File: src/rtl/set_time_pkg.sv
// Shared definitions for the time-setting bank.
//   hhmm_t       : one BCD hh:mm value, fields {h1,h0,m1,m0}, 24 h form
//   MIN_TENS_MAX : largest legal minute tens digit
//   HOUR_WRAP    : last legal hour before wrapping to 00
//   bcd_to_12h   : converts a 24 h BCD hour to its 12 h display form
//   hour_is_pm   : 1 when a 24 h BCD hour is 12 or later
package set_time_pkg;

  localparam logic [3:0] MIN_TENS_MAX = 4'd5;
  localparam int         HOUR_WRAP    = 23;
  localparam logic [3:0] HOUR_WRAP_H1 = 4'(HOUR_WRAP / 10);
  localparam logic [3:0] HOUR_WRAP_H0 = 4'(HOUR_WRAP % 10);

  typedef struct packed {
    logic [3:0] h1;
    logic [3:0] h0;
    logic [3:0] m1;
    logic [3:0] m0;
  } hhmm_t;

  // 00 -> 12, 13..23 -> 01..11, 01..12 unchanged. Returns {tens, units}.
  function automatic logic [7:0] bcd_to_12h(input logic [3:0] h1, input logic [3:0] h0);
    logic [4:0] hr;
    logic [4:0] h12;
    logic [3:0] tens;
    logic [3:0] units;
    hr = 5'(h1) * 5'd10 + 5'(h0);
    if (hr == 5'd0) begin
      h12 = 5'd12;
    end else if (hr > 5'd12) begin
      h12 = hr - 5'd12;
    end else begin
      h12 = hr;
    end
    if (h12 >= 5'd10) begin
      tens  = 4'd1;
      units = 4'(h12 - 5'd10);
    end else begin
      tens  = 4'd0;
      units = 4'(h12);
    end
    return {tens, units};
  endfunction

  function automatic logic hour_is_pm(input logic [3:0] h1, input logic [3:0] h0);
    return (h1 > 4'd1) || ((h1 == 4'd1) && (h0 >= 4'd2));
  endfunction

endpackage

File: src/rtl/button_stepper.sv
// One push button turned into single-cycle step pulses.
//   clk   : clock
//   reset : synchronous, active-high
//   pin   : active-low asynchronous button
//   clear : restarts the hold counter (set disabled or channel changed)
//   step  : registered one-cycle pulse, one per press plus auto-repeat pulses
// A press is only recognised after the button has been seen released since
// reset, so a button held across reset produces nothing until re-pressed.
module button_stepper
  import set_time_pkg::*;
#(
  parameter int SYNC_STAGES = 2,
  parameter int REPEAT_DLY  = 50000,
  parameter int REPEAT_RATE = 10000
) (
  input  logic clk,
  input  logic reset,
  input  logic pin,
  input  logic clear,
  output logic step
);

  localparam int CMAX = (REPEAT_DLY > REPEAT_RATE) ? REPEAT_DLY : REPEAT_RATE;
  localparam int CW   = $clog2(CMAX + 1);
  localparam int FW   = $clog2(SYNC_STAGES + 1);
  localparam logic [CW-1:0] DLY_LAST  = CW'(REPEAT_DLY - 1);
  localparam logic [CW-1:0] RATE_LAST = CW'(REPEAT_RATE);
  localparam logic [FW-1:0] FILL_DONE = FW'(SYNC_STAGES);

  logic [SYNC_STAGES-1:0] sync_reg;
  logic [FW-1:0]          fill_reg;
  logic                   prev_reg;
  logic                   armed_reg;
  logic                   rep_reg, rep_next;
  logic                   step_reg, step_next;
  logic [CW-1:0]          cnt_reg, cnt_next;
  logic                   level, held, fall;

  genvar gi;
  for (gi = 0; gi < SYNC_STAGES; gi++) begin : g_sync
    if (gi == 0) begin : g_first
      always_ff @(posedge clk) begin
        if (reset) sync_reg[gi] <= 1'b1;
        else       sync_reg[gi] <= pin;
      end
    end else begin : g_next
      always_ff @(posedge clk) begin
        if (reset) sync_reg[gi] <= 1'b1;
        else       sync_reg[gi] <= sync_reg[gi-1];
      end
    end
  end

  assign level = sync_reg[SYNC_STAGES-1];
  assign held  = armed_reg & ~level;
  assign fall  = held & prev_reg;

  // cnt_reg is 0 in the press cycle; the first repeat fires REPEAT_DLY-1
  // cycles later (the press cycle counts as held cycle 1), then every
  // REPEAT_RATE cycles.
  always_comb begin
    cnt_next  = cnt_reg;
    rep_next  = rep_reg;
    step_next = fall;
    if (!held || clear) begin
      cnt_next = '0;
      rep_next = 1'b0;
    end else if (!rep_reg && (cnt_reg == DLY_LAST)) begin
      step_next = 1'b1;
      rep_next  = 1'b1;
      cnt_next  = CW'(1);
    end else if (rep_reg && (cnt_reg == RATE_LAST)) begin
      step_next = 1'b1;
      cnt_next  = CW'(1);
    end else begin
      cnt_next = cnt_reg + CW'(1);
    end
  end

  always_ff @(posedge clk) begin
    if (reset) begin
      fill_reg  <= '0;
      prev_reg  <= 1'b1;
      armed_reg <= 1'b0;
      rep_reg   <= 1'b0;
      step_reg  <= 1'b0;
      cnt_reg   <= '0;
    end else begin
      // The sync chain holds reset values until it has refilled with pin samples.
      if (fill_reg != FILL_DONE) fill_reg <= fill_reg + FW'(1);
      if ((fill_reg == FILL_DONE) && level) armed_reg <= 1'b1;
      prev_reg <= level;
      rep_reg  <= rep_next;
      step_reg <= step_next;
      cnt_reg  <= cnt_next;
    end
  end

  assign step = step_reg;

endmodule

File: src/rtl/set_time_bank.sv
// Bank of N_CH BCD hh:mm registers (ch0 clock, others alarms) set by a
// minute button (push2) and an hour button (push3).
//   clk, reset      : clock, synchronous active-high reset
//   switch          : set enable
//   sel             : channel being adjusted / displayed
//   push2, push3    : active-low minute / hour buttons
//   mode12          : 1 = 12 h display, 0 = 24 h display
//   time_bcd        : all channels, ch i at [16*i +: 16], 24 h {h1,h0,m1,m0}
//   disp_h1..disp_m0: selected channel, formatted per mode12
//   disp_pm         : selected channel hour >= 12
//   changed         : one-cycle pulse on the channel just incremented
module set_time_bank
  import set_time_pkg::*;
#(
  parameter int N_CH        = 3,
  parameter int SYNC_STAGES = 2,
  parameter int REPEAT_DLY  = 50000,
  parameter int REPEAT_RATE = 10000
) (
  input  logic                 clk,
  input  logic                 reset,
  input  logic                 switch,
  input  logic [2:0]           sel,
  input  logic                 push2,
  input  logic                 push3,
  input  logic                 mode12,
  output logic [16*N_CH-1:0]   time_bcd,
  output logic [3:0]           disp_h1,
  output logic [3:0]           disp_h0,
  output logic [3:0]           disp_m1,
  output logic [3:0]           disp_m0,
  output logic                 disp_pm,
  output logic [N_CH-1:0]      changed
);

  localparam logic [3:0] N_CH_W = 4'(N_CH);

  hhmm_t [N_CH-1:0] time_reg;
  logic  [N_CH-1:0] changed_reg;
  logic  [2:0]      sel_reg;
  logic             sel_valid, clear, step_m, step_h;
  hhmm_t            cur;
  logic  [7:0]      h12;

  function automatic hhmm_t minute_step(input hhmm_t t);
    hhmm_t r;
    r = t;
    if (t.m0 < 4'd9) begin
      r.m0 = t.m0 + 4'd1;
    end else begin
      r.m0 = 4'd0;
      r.m1 = (t.m1 < MIN_TENS_MAX) ? t.m1 + 4'd1 : 4'd0;
    end
    return r;
  endfunction

  function automatic hhmm_t hour_step(input hhmm_t t);
    hhmm_t r;
    r = t;
    if (((t.h1 < HOUR_WRAP_H1) && (t.h0 == 4'd9)) ||
        ((t.h1 == HOUR_WRAP_H1) && (t.h0 == HOUR_WRAP_H0))) begin
      r.h0 = 4'd0;
      r.h1 = (t.h1 < HOUR_WRAP_H1) ? t.h1 + 4'd1 : 4'd0;
    end else begin
      r.h0 = t.h0 + 4'd1;
    end
    return r;
  endfunction

  assign sel_valid = {1'b0, sel} < N_CH_W;
  // A channel switch or disabling set mode restarts any auto-repeat hold.
  assign clear = ~switch | (sel != sel_reg);

  always_ff @(posedge clk) begin
    if (reset) sel_reg <= 3'd0;
    else       sel_reg <= sel;
  end

  button_stepper #(
    .SYNC_STAGES(SYNC_STAGES), .REPEAT_DLY(REPEAT_DLY), .REPEAT_RATE(REPEAT_RATE)
  ) u_min (
    .clk(clk), .reset(reset), .pin(push2), .clear(clear), .step(step_m)
  );

  button_stepper #(
    .SYNC_STAGES(SYNC_STAGES), .REPEAT_DLY(REPEAT_DLY), .REPEAT_RATE(REPEAT_RATE)
  ) u_hour (
    .clk(clk), .reset(reset), .pin(push3), .clear(clear), .step(step_h)
  );

  // Steps arriving while gated are dropped, never queued.
  genvar gi;
  for (gi = 0; gi < N_CH; gi++) begin : g_ch
    logic  take;
    hhmm_t nxt;
    assign take = switch & (sel == 3'(gi)) & (step_m | step_h);

    always_comb begin
      nxt = time_reg[gi];
      if (step_m) nxt = minute_step(nxt);
      if (step_h) nxt = hour_step(nxt);
    end

    always_ff @(posedge clk) begin
      if (reset) begin
        time_reg[gi]    <= '0;
        changed_reg[gi] <= 1'b0;
      end else begin
        if (take) time_reg[gi] <= nxt;
        changed_reg[gi] <= take;
      end
    end
  end

  assign time_bcd = time_reg;
  assign changed  = changed_reg;

  always_comb begin
    cur = '0;
    for (int i = 0; i < N_CH; i++) begin
      if (sel == 3'(i)) cur = time_reg[i];
    end
    h12     = bcd_to_12h(cur.h1, cur.h0);
    disp_pm = 1'b0;
    disp_h1 = 4'd0;
    disp_h0 = 4'd0;
    disp_m1 = 4'd0;
    disp_m0 = 4'd0;
    // Unselectable channel shows a blank 00:00 rather than 12:00 in 12 h mode.
    if (sel_valid) begin
      disp_pm = hour_is_pm(cur.h1, cur.h0);
      disp_m1 = cur.m1;
      disp_m0 = cur.m0;
      if (mode12) begin
        disp_h1 = h12[7:4];
        disp_h0 = h12[3:0];
      end else begin
        disp_h1 = cur.h1;
        disp_h0 = cur.h0;
      end
    end
  end

endmodule

File: config.mk
export PLATFORM = sky130hd
export DESIGN_NAME = set_time_bank
export DESIGN_NICKNAME = d
export VERILOG_FILES = /design/src/rtl/set_time_pkg.sv /design/src/rtl/button_stepper.sv /design/src/rtl/set_time_bank.sv
export SDC_FILE = /design/constraint.sdc
export NUM_CORES = 1
export LEC_CHECK = 0
export BUFFER_PORTS_ARGS = -buffer_cell sky130_fd_sc_hd__buf_2
export CAP_MARGIN = 20
export CORE_MARGIN = 2
export CORE_UTILIZATION = 50
export DETAILED_ROUTE_END_ITERATION = 8
export HOLD_SLACK_MARGIN = 0.08
export PLACE_DENSITY = 0.79
export SLEW_MARGIN = 0
export SYNTH_ARGS = -nofsm -noshare
export SYNTH_HDL_FRONTEND = slang
export SYNTH_SLANG_ARGS = --single-unit
export TNS_END_PERCENT = 1
File: constraint.sdc
create_clock -name clk -period 4.5 [get_ports clk]
set_clock_uncertainty 0.2 [all_clocks]
set_input_delay 0.225 -clock clk [delete_from_list [all_inputs] [get_ports clk]]
set_output_delay 0.225 -clock clk [all_outputs]
set_load 0.005 [all_outputs]
Yosys cells after proc, flatten, opt, wreduce, memory -nomap -nowiden
Index checks and enable logic that the tools add are counted.

Bits of input ports: 9. Output and inout bits: 68. ROM bits: 0. Memories: 0. Register bits: 102. Memory bits (writable): 0. Bits in latches: 0.

$lt $le $gt $ge: 14. Bitwise gates (word level): 15. Shifts and indexed selects: 0. Reductions and logical operators: 29. Multipliers: 1. Add/sub/neg operators: 19. Equality and inequality tests: 21. Multiplexer cells: 48. Div/mod/pow operators: 0.

Operators by type and width (count): 4-bit two-way mux (25); 16-bit two-way mux (6); 4-bit by 1-bit adder with 4-bit output, second input constant (12); 16-bit by 1-bit adder with 16-bit output, second input constant (2); 16-bit by 14-bit == test with 1-bit output, second input constant (2); 16-bit == test, second input constant (2); 4-bit by 2-bit == test with 1-bit output, second input constant (6); 8-bit two-way mux (3); 1-bit logical AND (13); 4-bit == test, second input constant (3); 4-bit by 2-bit less-than comparator with 1-bit output, second input constant (3); 4-bit by 3-bit less-than comparator with 1-bit output, second input constant (3); 4-bit less-than comparator, second input constant (3); 1-bit two-way mux (12); 1-bit AND (10); 5-bit two-way mux (2); 4-bit OR reduction (2); 1-bit logical OR (6); 5-bit by 4-bit adder with 5-bit output (1); 5-bit by 4-bit greater-or-equal comparator with 1-bit output, second input constant (1); 5-bit by 4-bit > comparator with 1-bit output, second input constant (1); 5-bit zero test (1); 5-bit by 4-bit subtractor with 5-bit output, second input constant (1); 2-bit by 1-bit adder with 2-bit output, second input constant (2); 16 further kinds (25).

Longest topological paths before layout
Gate-level depths: netlist (run 1).

Depth after elaboration: 13. Mapped depth: 21.

Modules after synthesis
Synthesis (run 1) repeated with hierarchy kept, for this count alone.

Cells, all modules: 662. Area total of the unflattened synthesis: 5612.9 um^2.

Modules (own cells, without submodules): set_time_bank (instances 1, cells an instance 432, area each 3465.8 um^2, seq. area each 1081.0 um^2); button_stepper (instances 2, cells an instance 115, area each 1073.5 um^2, seq. area each 480.5 um^2).

Worst setup path after synthesis (run 1)
Ideal clock, no wire load.

Kind: in2out. From: input sel[0]. To: output disp_h0[2]. Path slack: 0.216 ns. Buffers on the path: 3. Data arrival time: 3.859 ns. Stages: 20. Path through: buf_6 -> nor2b_1 -> buf_2 -> buf_1 -> a21oi_1 -> nor2_1 -> ha_1 -> ha_1 -> nand2_1 -> nor3_1 -> o31a_1 -> or3b_4 -> nand2_1 -> o21ai_0 -> o31ai_1 -> ha_1 -> o41ai_4 -> a21boi_2 -> mux2_4 -> a21oi_2.

Longest elaborated chain between the ends: 13.

RTL lines: from (decl) (line set_time_bank.sv:23) `input logic [2:0] sel,`; 3-bit zero test (line set_time_bank.sv:121) `if (sel == 3'(i)) cur = time_reg[i];`; 16-bit two-way mux (3 in a row) (line set_time_bank.sv:121); 4-bit by 3-bit multiplier with 4-bit output (line set_time_pkg.sv:27) `hr = 5'(h1) * 5'd10 + 5'(h0);`; 5-bit by 4-bit adder with 5-bit output (line set_time_pkg.sv:27); 5-bit by 4-bit subtractor with 5-bit output / 5-bit by 4-bit > comparator with 1-bit output (equally long branches) (line set_time_pkg.sv:31, set_time_pkg.sv:30); 5-bit two-way mux (line set_time_pkg.sv:30) `end else if (hr > 5'd12) begin`; 5-bit two-way mux (line set_time_pkg.sv:28) `if (hr == 5'd0) begin`; 4-bit subtractor / 5-bit by 4-bit greater-or-equal comparator with 1-bit output (equally long branches) (line set_time_pkg.sv:37, set_time_pkg.sv:35); 4-bit two-way mux (line set_time_pkg.sv:35) `if (h12 >= 5'd10) begin`; 4-bit two-way mux (line set_time_bank.sv:134) `if (mode12) begin`; 4-bit two-way mux (*) (line set_time_bank.sv:130) `if (sel_valid) begin`; to (decl) (line set_time_bank.sv:29) `output logic [3:0] disp_h0,`.

Mark *: on every way between the ends. The rest lies on a longest branch, timed or not.

Worst setup path after layout (run 1)
From: register time_reg, in the netlist time_bcd[30]. To: output disp_h0[2].

Longest elaborated chain between the ends: 11.

RTL lines: from (decl) (line set_time_bank.sv:38) `hhmm_t [N_CH-1:0] time_reg;`; from (signal, indexed assignment) (line set_time_bank.sv:109) `if (take) time_reg[gi] <= nxt;`; 16-bit two-way mux (*) (2 in a row) (line set_time_bank.sv:121); 4-bit by 3-bit multiplier with 4-bit output (*) (line set_time_pkg.sv:27); 5-bit by 4-bit adder with 5-bit output (*) (line set_time_pkg.sv:27); 5-bit by 4-bit subtractor with 5-bit output / 5-bit by 4-bit > comparator with 1-bit output (equally long branches) (line set_time_pkg.sv:31, set_time_pkg.sv:30); 5-bit two-way mux (line set_time_pkg.sv:30); 5-bit two-way mux (*) (line set_time_pkg.sv:28); 5-bit by 4-bit greater-or-equal comparator with 1-bit output / 4-bit subtractor (equally long branches) (line set_time_pkg.sv:35, set_time_pkg.sv:37); 4-bit two-way mux (*) (line set_time_pkg.sv:35); 4-bit two-way mux (*) (line set_time_bank.sv:134); 4-bit two-way mux (*) (line set_time_bank.sv:130).

Marks and branches as above.

==> results of run 1 <==
==> worst max-delay path, stage by stage, from the launching register on <==
cell and delay [ns]:
dfxtp_4 0.36, mux2i_1 0.15, nor2_1 0.07, a21oi_2 0.14, nor2_2 0.08, ha_4 0.28, ha_4 0.21, nand2_1 0.08
nor2_1 0.05, o31a_1 0.32, or3b_4 0.44, nand2_4 0.11, o21ai_2 0.09, o31ai_4 0.09, ha_2 0.27, o41ai_4 0.08
a21boi_2 0.19, mux2_4 0.32, a21oi_2 0.14, buf_2 0.12
==> worst paths after layout <==
check	endpoint	slack [ns]	depth (start not counted)
min	sel_reg[2]$_SDFF_PP0_	0.13	4
max reg2reg	time_bcd[23]$_SDFFE_PP0P_	2.10	5
min reg2reg	u_min.level$_SDFF_PP1_	0.22	1
max	disp_h0[2]	0.09	19
==> cell type report <==
type | count | area, um^2
Clock buffer | 9 | 124
Fill cell | 955 | 4340
Clock inverter | 7 | 128
Multi-Input combinational cell | 494 | 3230
Timing Repair Buffer | 96 | 538
Sequential cell | 102 | 2050
Tap cell | 140 | 175
Inverter | 41 | 154
==> placed cells by master (no fill, tap or decap), types with 7 or more instances in the layout <==
cell	count
buf_2	76
nand3_1	23
nor4b_1	7
xor2_1	24
mux2i_1	19
o21ai_0	15
buf_4	17
clkbuf_8	9
ha_1	34
nor3_1	20
inv_1	39
and3_1	10
nor2_1	131
nand2_1	36
nor2b_1	12
dfxtp_1	97
nand2b_1	11
nand4_1	9
a21oi_1	33
xnor2_1	24
==> kinds of logic (layout without fill, tap and decap cells) <==
logic type	Yosys count	in the layout	share of synthesized area, %
flip-flops	102	102	37.6
AND/OR/NAND/NOR	299	299	26.6
multiplexers	22	22	4.30
buffers and inverters	60	153	4.37
XOR/XNOR	48	48	7.73
AO/OA/AOI/OAI	88	88	10.9
adder cells (fa/ha/maj)	37	37	8.51
==> through the flow <==
step	utilization [%]	hold slack (ns)	instance area, um^2	total power [mW]
floorplan	-	0.123	5440	1.06
global placement	55.6	0.201	5980	1.08
detailed placement	55.6	0.204	5980	1.09
CTS	58.8	0.0871	6320	1.80
global route	59.6	0.120	6400	1.87
finish	59.6	0.128	6400	1.79
==> per-layer routing <==
layer	share of wire, %	GRT usage [%]	up-vias
li1	-	-	2405
met1	45	28.7	2327
met2	48	38.0	161
met3	6.2	4.10	15
met4	1.1	6.14	0
met5	0	0	-
==> repair_timing <==
| action | 4_1_cts | 5_1_grt |
|---|---|---|
| endpoints found under the setup margin | 3 | 4 |
| resized for setup | 10 | 13 |
| pin swaps | 3 | 9 |
| hold endpoints to repair | 4 | 0 |
| hold buffers | 3 | 0 |
| buffers inserted | 3 | 5 |
==> power by group through the flow <==
stage | sequential, mW | clock (mW) | combinational (mW)
after floorplan | 0.962 | 0 | 0.0973
after global routing | 0.946 | 0.774 | 0.148
after CTS | 0.944 | 0.731 | 0.127
after detailed placement | 0.965 | 0 | 0.124
after global placement | 0.963 | 0 | 0.117
final | 0.943 | 0.720 | 0.127
==> run_results.csv, run 1 <==
group,metric,value,unit
sta,fmax,0.227,GHz
clocking,cts_tree,"done",
run,maxCapViolCount,0,
grt,grt_pass1_wl,21000,um
power,clkPwrFrac,40.2,%
synthesis,avgSynthCellArea,8.29,um^2
layout,area_growth,17.7,%
clocking,cts_buffers,9,
place,dpl.hpwl,9240,um
layout,stdcell_count,889,
synthesis,netlist_area,5440,um^2
grt,antenna_found_initial,0,
critical_path,cp-startpoint,"time_bcd[30]$_SDFFE_PP0P_",
die,num_io_pins,77,
power,internal-power,1.36,mW
routing,postRouteAntennaNets,0,
sta,slew_headroom,42.3,%
layout,drive_gt1_share,19.1,%
power,leakage,2.60,nW
outcome,run_status,"complete, no violations",
die,die_h,108,um
power,p_per_area,280,nW/um^2
routing,viasPerCell,5.52,
place,dpl.cell_count,862,
grt,grt_pass1_vias,4574,
die,die-area,11700,um^2
clocking,path_clk_slew,0.10,ns
synthesis,synth_fp_nets,702,
power,vdd_drop_max,0.000191,V
critical_path,cp.arrival,3.98,ns
synthesis,synth_top_area_share,37.6,%
sta,worstMarginPinSlew,0.859,ns
place,gp_congestion,0.977,
critical_path,reg2reg_from,"u_min.step$_SDFF_PP0_",
sta,fin_crit_sh,97.9,%
clocking,cts_sinks,102,
routing,wl_per_cell,14.4,um
synthesis,yosysMostFrequentCell,"nor2_1",
synthesis,synthFlopType,"dfxtp_1",
place,portBuffers,76,
layout,num_antenna_cells,0,
sta,final-hold-violation-count,0,
critical_path,startpoint_type,"flip-flop",
die,initial_utilization,50.6,%
clocking,cts_root_buffer,"clkbuf_8",
routing,wl,12800,um
die,die_w,108,um
power,p_comb_share,7.1,%
sta,setup_viol,0,
layout,largest_register_ffs,48,
synthesis,synth_cell_types,60,
synthesis,netlist_instances,656,
power,switching_power,0.431,mW
synthesis,synthTopCellsByArea,"dfxtp_1 38%, nor2_1 9.2%, ha_1 8.5%, xnor2_1 3.9%, xor2_1 3.9%",
synthesis,synth_top_cell_by_area,"dfxtp_1",
clocking,clk_latency,0.37,ns
sta,setup_tns,0,ns
grt,grt_usage,22.2,%
power,seqPwrFrac,52.7,%
clocking,cts_max_level,3,
die,rows,38,
synthesis,ys_ff_latch,102,
routing,vias,4908,
routing,first_iter_violations,304,
sta,fin_ws,0.0925,ns
sta,drv_slew,0,
synthesis,synth_commonest_cells,"133 x nor2_1, 102 x dfxtp_1, 40 x inv_1",
grt,grt_overflow,0,
die,core,10700,um^2
synthesis,ys_async_sr_fraction,0,%
routing,drt_drc_violations_left,0,
power,switching_share,24.1,%
clocking,cts_buffer_depth,2,
critical_path,endpoint_kind,"output pin",
critical_path,worstPathMaxFanout,5,
sta,fin_crit,4.41,ns
critical_path,path_class,"flip-flop to output pin",
synthesis,synth-seq-area-share,37.6,%
layout,num-nets-final,790,
synthesis,yosys_warnings,0,
synthesis,synth_edf_count,0,
grt,grt_max_degree,44,
critical_path,required,4.07,ns
min_path,min_path_type,"input port to flip-flop",
min_path,min_from,"sel[2]",
place,dp_slack,-0.123,ns
routing,dr.pass1.iters,7,
Note: power is estimated with default switching activity, not from simulation.
==> run 2, diff against run 1 <==
==> constraint.sdc (replaced) <==
create_clock -name clk -period 5.7 [get_ports clk]
set_clock_uncertainty 0.2 [all_clocks]
set_input_delay 0.285 -clock clk [delete_from_list [all_inputs] [get_ports clk]]
set_output_delay 0.285 -clock clk [all_outputs]
set_load 0.005 [all_outputs]
==> run_results.csv, run 2 (synthesis results as in run 1) <==
group,metric,value,unit
sta,fin_crit_sh,90.0,%
die,num_io_pins,77,
critical_path,endpoint_kind,"output pin",
critical_path,worstPathMaxFanout,25,
power,leakage,2.51,nW
routing,dr.pass1.iters,4,
layout,drive_gt1_share,14.9,%
run,maxCapViolCount,0,
routing,wl_per_cell,13.7,um
layout,area_growth,13.5,%
die,initial_utilization,50.6,%
grt,grt_pass1_vias,4369,
critical_path,path_cells,"buf_2 > nor2b_1 > nand2_1 > o21ai_0 > nand2_1 > inv_1 > ha_1 > ha_1 > nand2_1 > nor3_1 > o31a_1 > o21bai_1 > nand2_1 > o31ai_1 > ha_1 > o41ai_4 > a21boi_2 > mux2_4 > a21oi_2 > buf_2",
clocking,cts_buffer_depth,2,
power,vdd_drop_max,0.000111,V
sta,fin_crit,5.13,ns
sta,fin_ws,0.570,ns
die,die_w,108,um
routing,postRouteAntennaNets,0,
place,dpl.hpwl,8940,um
place,dp_slack,0.670,ns
layout,layout_common_cells,"133 x nor2_1, 102 x dfxtp_1, 76 x buf_2, 40 x inv_1",
clocking,cts_tree,"done",
sta,drv_slew,0,
routing,viasPerCell,5.45,
layout,multiInputGateArea,3160,um^2
sta,setup_viol,0,
critical_path,cp_slowest_cell,"buf_2",
grt,antenna_found_initial,0,
grt,grt_max_degree,44,
routing,drt_drc_violations_left,0,
routing,first_iter_violations,278,
routing,vias,4761,
clocking,cts_sinks,102,
die,die-area,11700,um^2
grt,grt_pass1_wl,19700,um
layout,seqCellArea,2040,um^2
layout,num-nets-final,774,
clocking,post_cts_resized,0,
power,p_per_area,219,nW/um^2
place,portBuffers,76,
critical_path,crit_top_cell,"nand2_1",
sta,worstMarginPinSlew,0.814,ns
critical_path,required,5.22,ns
min_path,min_path_type,"input port to flip-flop",
routing,wl,11900,um
place,gp_congestion,0.933,
layout,num-fill-cells,945,
critical_path,cp.arrival,4.65,ns
critical_path,path_class,"input port to output pin",
die,core,10700,um^2
grt,grt_usage,20.7,%
die,rows,38,
critical_path,cpPeakStageDelay,0.49,ns
sta,final-hold-violation-count,0,
critical_path,startpoint_type,"input port",
layout,largest_register_ffs,48,
clocking,cts_buffers,9,
grt,grt_overflow,0,
sta,rsz0062_at_grt,"no",
sta,fmax,0.195,GHz
sta,setup_tns,0,ns
outcome,run_status,"complete, no violations",
clocking,clk_latency,0.37,ns
layout,num_antenna_cells,0,
sta,slew_headroom,45.3,%
die,die_h,108,um
layout,mostFrequentLayoutCell,"nor2_1",
clocking,cts_root_buffer,"clkbuf_8",
clocking,cts_max_level,3,
clocking,postCtsSetupBuffers,0,
clocking,path_clk_slew,0.09,ns
## run 2: area by class of cell
cell class                      instances  share of cell area [%]
Clock buffer                           11                    2.29
Clock inverter                          5                    1.32
Inverter                               41                    2.49
Multi-Input combinational cell        494                    51.2
Sequential cell                       102                    33.1
Tap cell                              140                    2.84
Timing Repair Buffer                   80                    6.77
## run 2: where the power goes
| group | leakage [nW] | switching (mW) | internal (mW) |
|---|---|---|---|
| clock network | 0.110 | 0.249 | 0.261 |
| logic | 1.58 | 0.0573 | 0.0391 |
| registers | 0.825 | 0.0128 | 0.734 |
| total | 2.51 | 0.319 | 1.03 |
## run 2: worst max-delay path: cells and delay by family
family | cells | cell delay [ns]
AO/OA/AOI/OAI | 7 | 1.53
adder cells (fa/ha/maj) | 3 | 0.95
buffers and inverters | 3 | 0.69
multiplexers | 1 | 0.33
AND/OR/NAND/NOR | 6 | 0.87
## run 2: final timing paths
kind	cells past startpoint	from	slack, ns	endpoint
setup / recovery	20	sel[0]	0.57	disp_h0[2]
hold / removal	2	sel[1]	0.17	sel_reg[1]$_SDFF_PP0_
setup reg to reg	5	u_min.step$_SDFF_PP0_	3.32	time_bcd[20]$_SDFFE_PP0P_
hold reg to reg	1	u_min.sync_reg[0]$_SDFF_PP1_	0.21	u_min.level$_SDFF_PP1_
## run 2: repair_timing
action | CTS | global route
hold buffers | 3 | 0
endpoints found under the hold margin | 4 | 0
setup endpoints to repair | 0 | 0
## run 2: through the flow
stage               hold WS [ns]  std cells  utilization (%)  power [mW]  cell area (um^2)
floorplan                  0.183        656                -       0.836              5440
global placement           0.199        854             55.1       0.848              5920
detailed placement         0.196        854             55.1       0.857              5920
CTS                        0.154        873             57.4        1.36              6170
global route               0.181        873             57.4        1.41              6170
finish                     0.172        873             57.4        1.35              6170
## run 2: per-layer routing
layer	up-vias	GRT usage [%]	wire length (um)
li1	2377	-	-
met1	2245	27.3	5690
met2	122	34.2	5460
met3	17	3.92	613
met4	0	6.96	174
met5	-	0	0
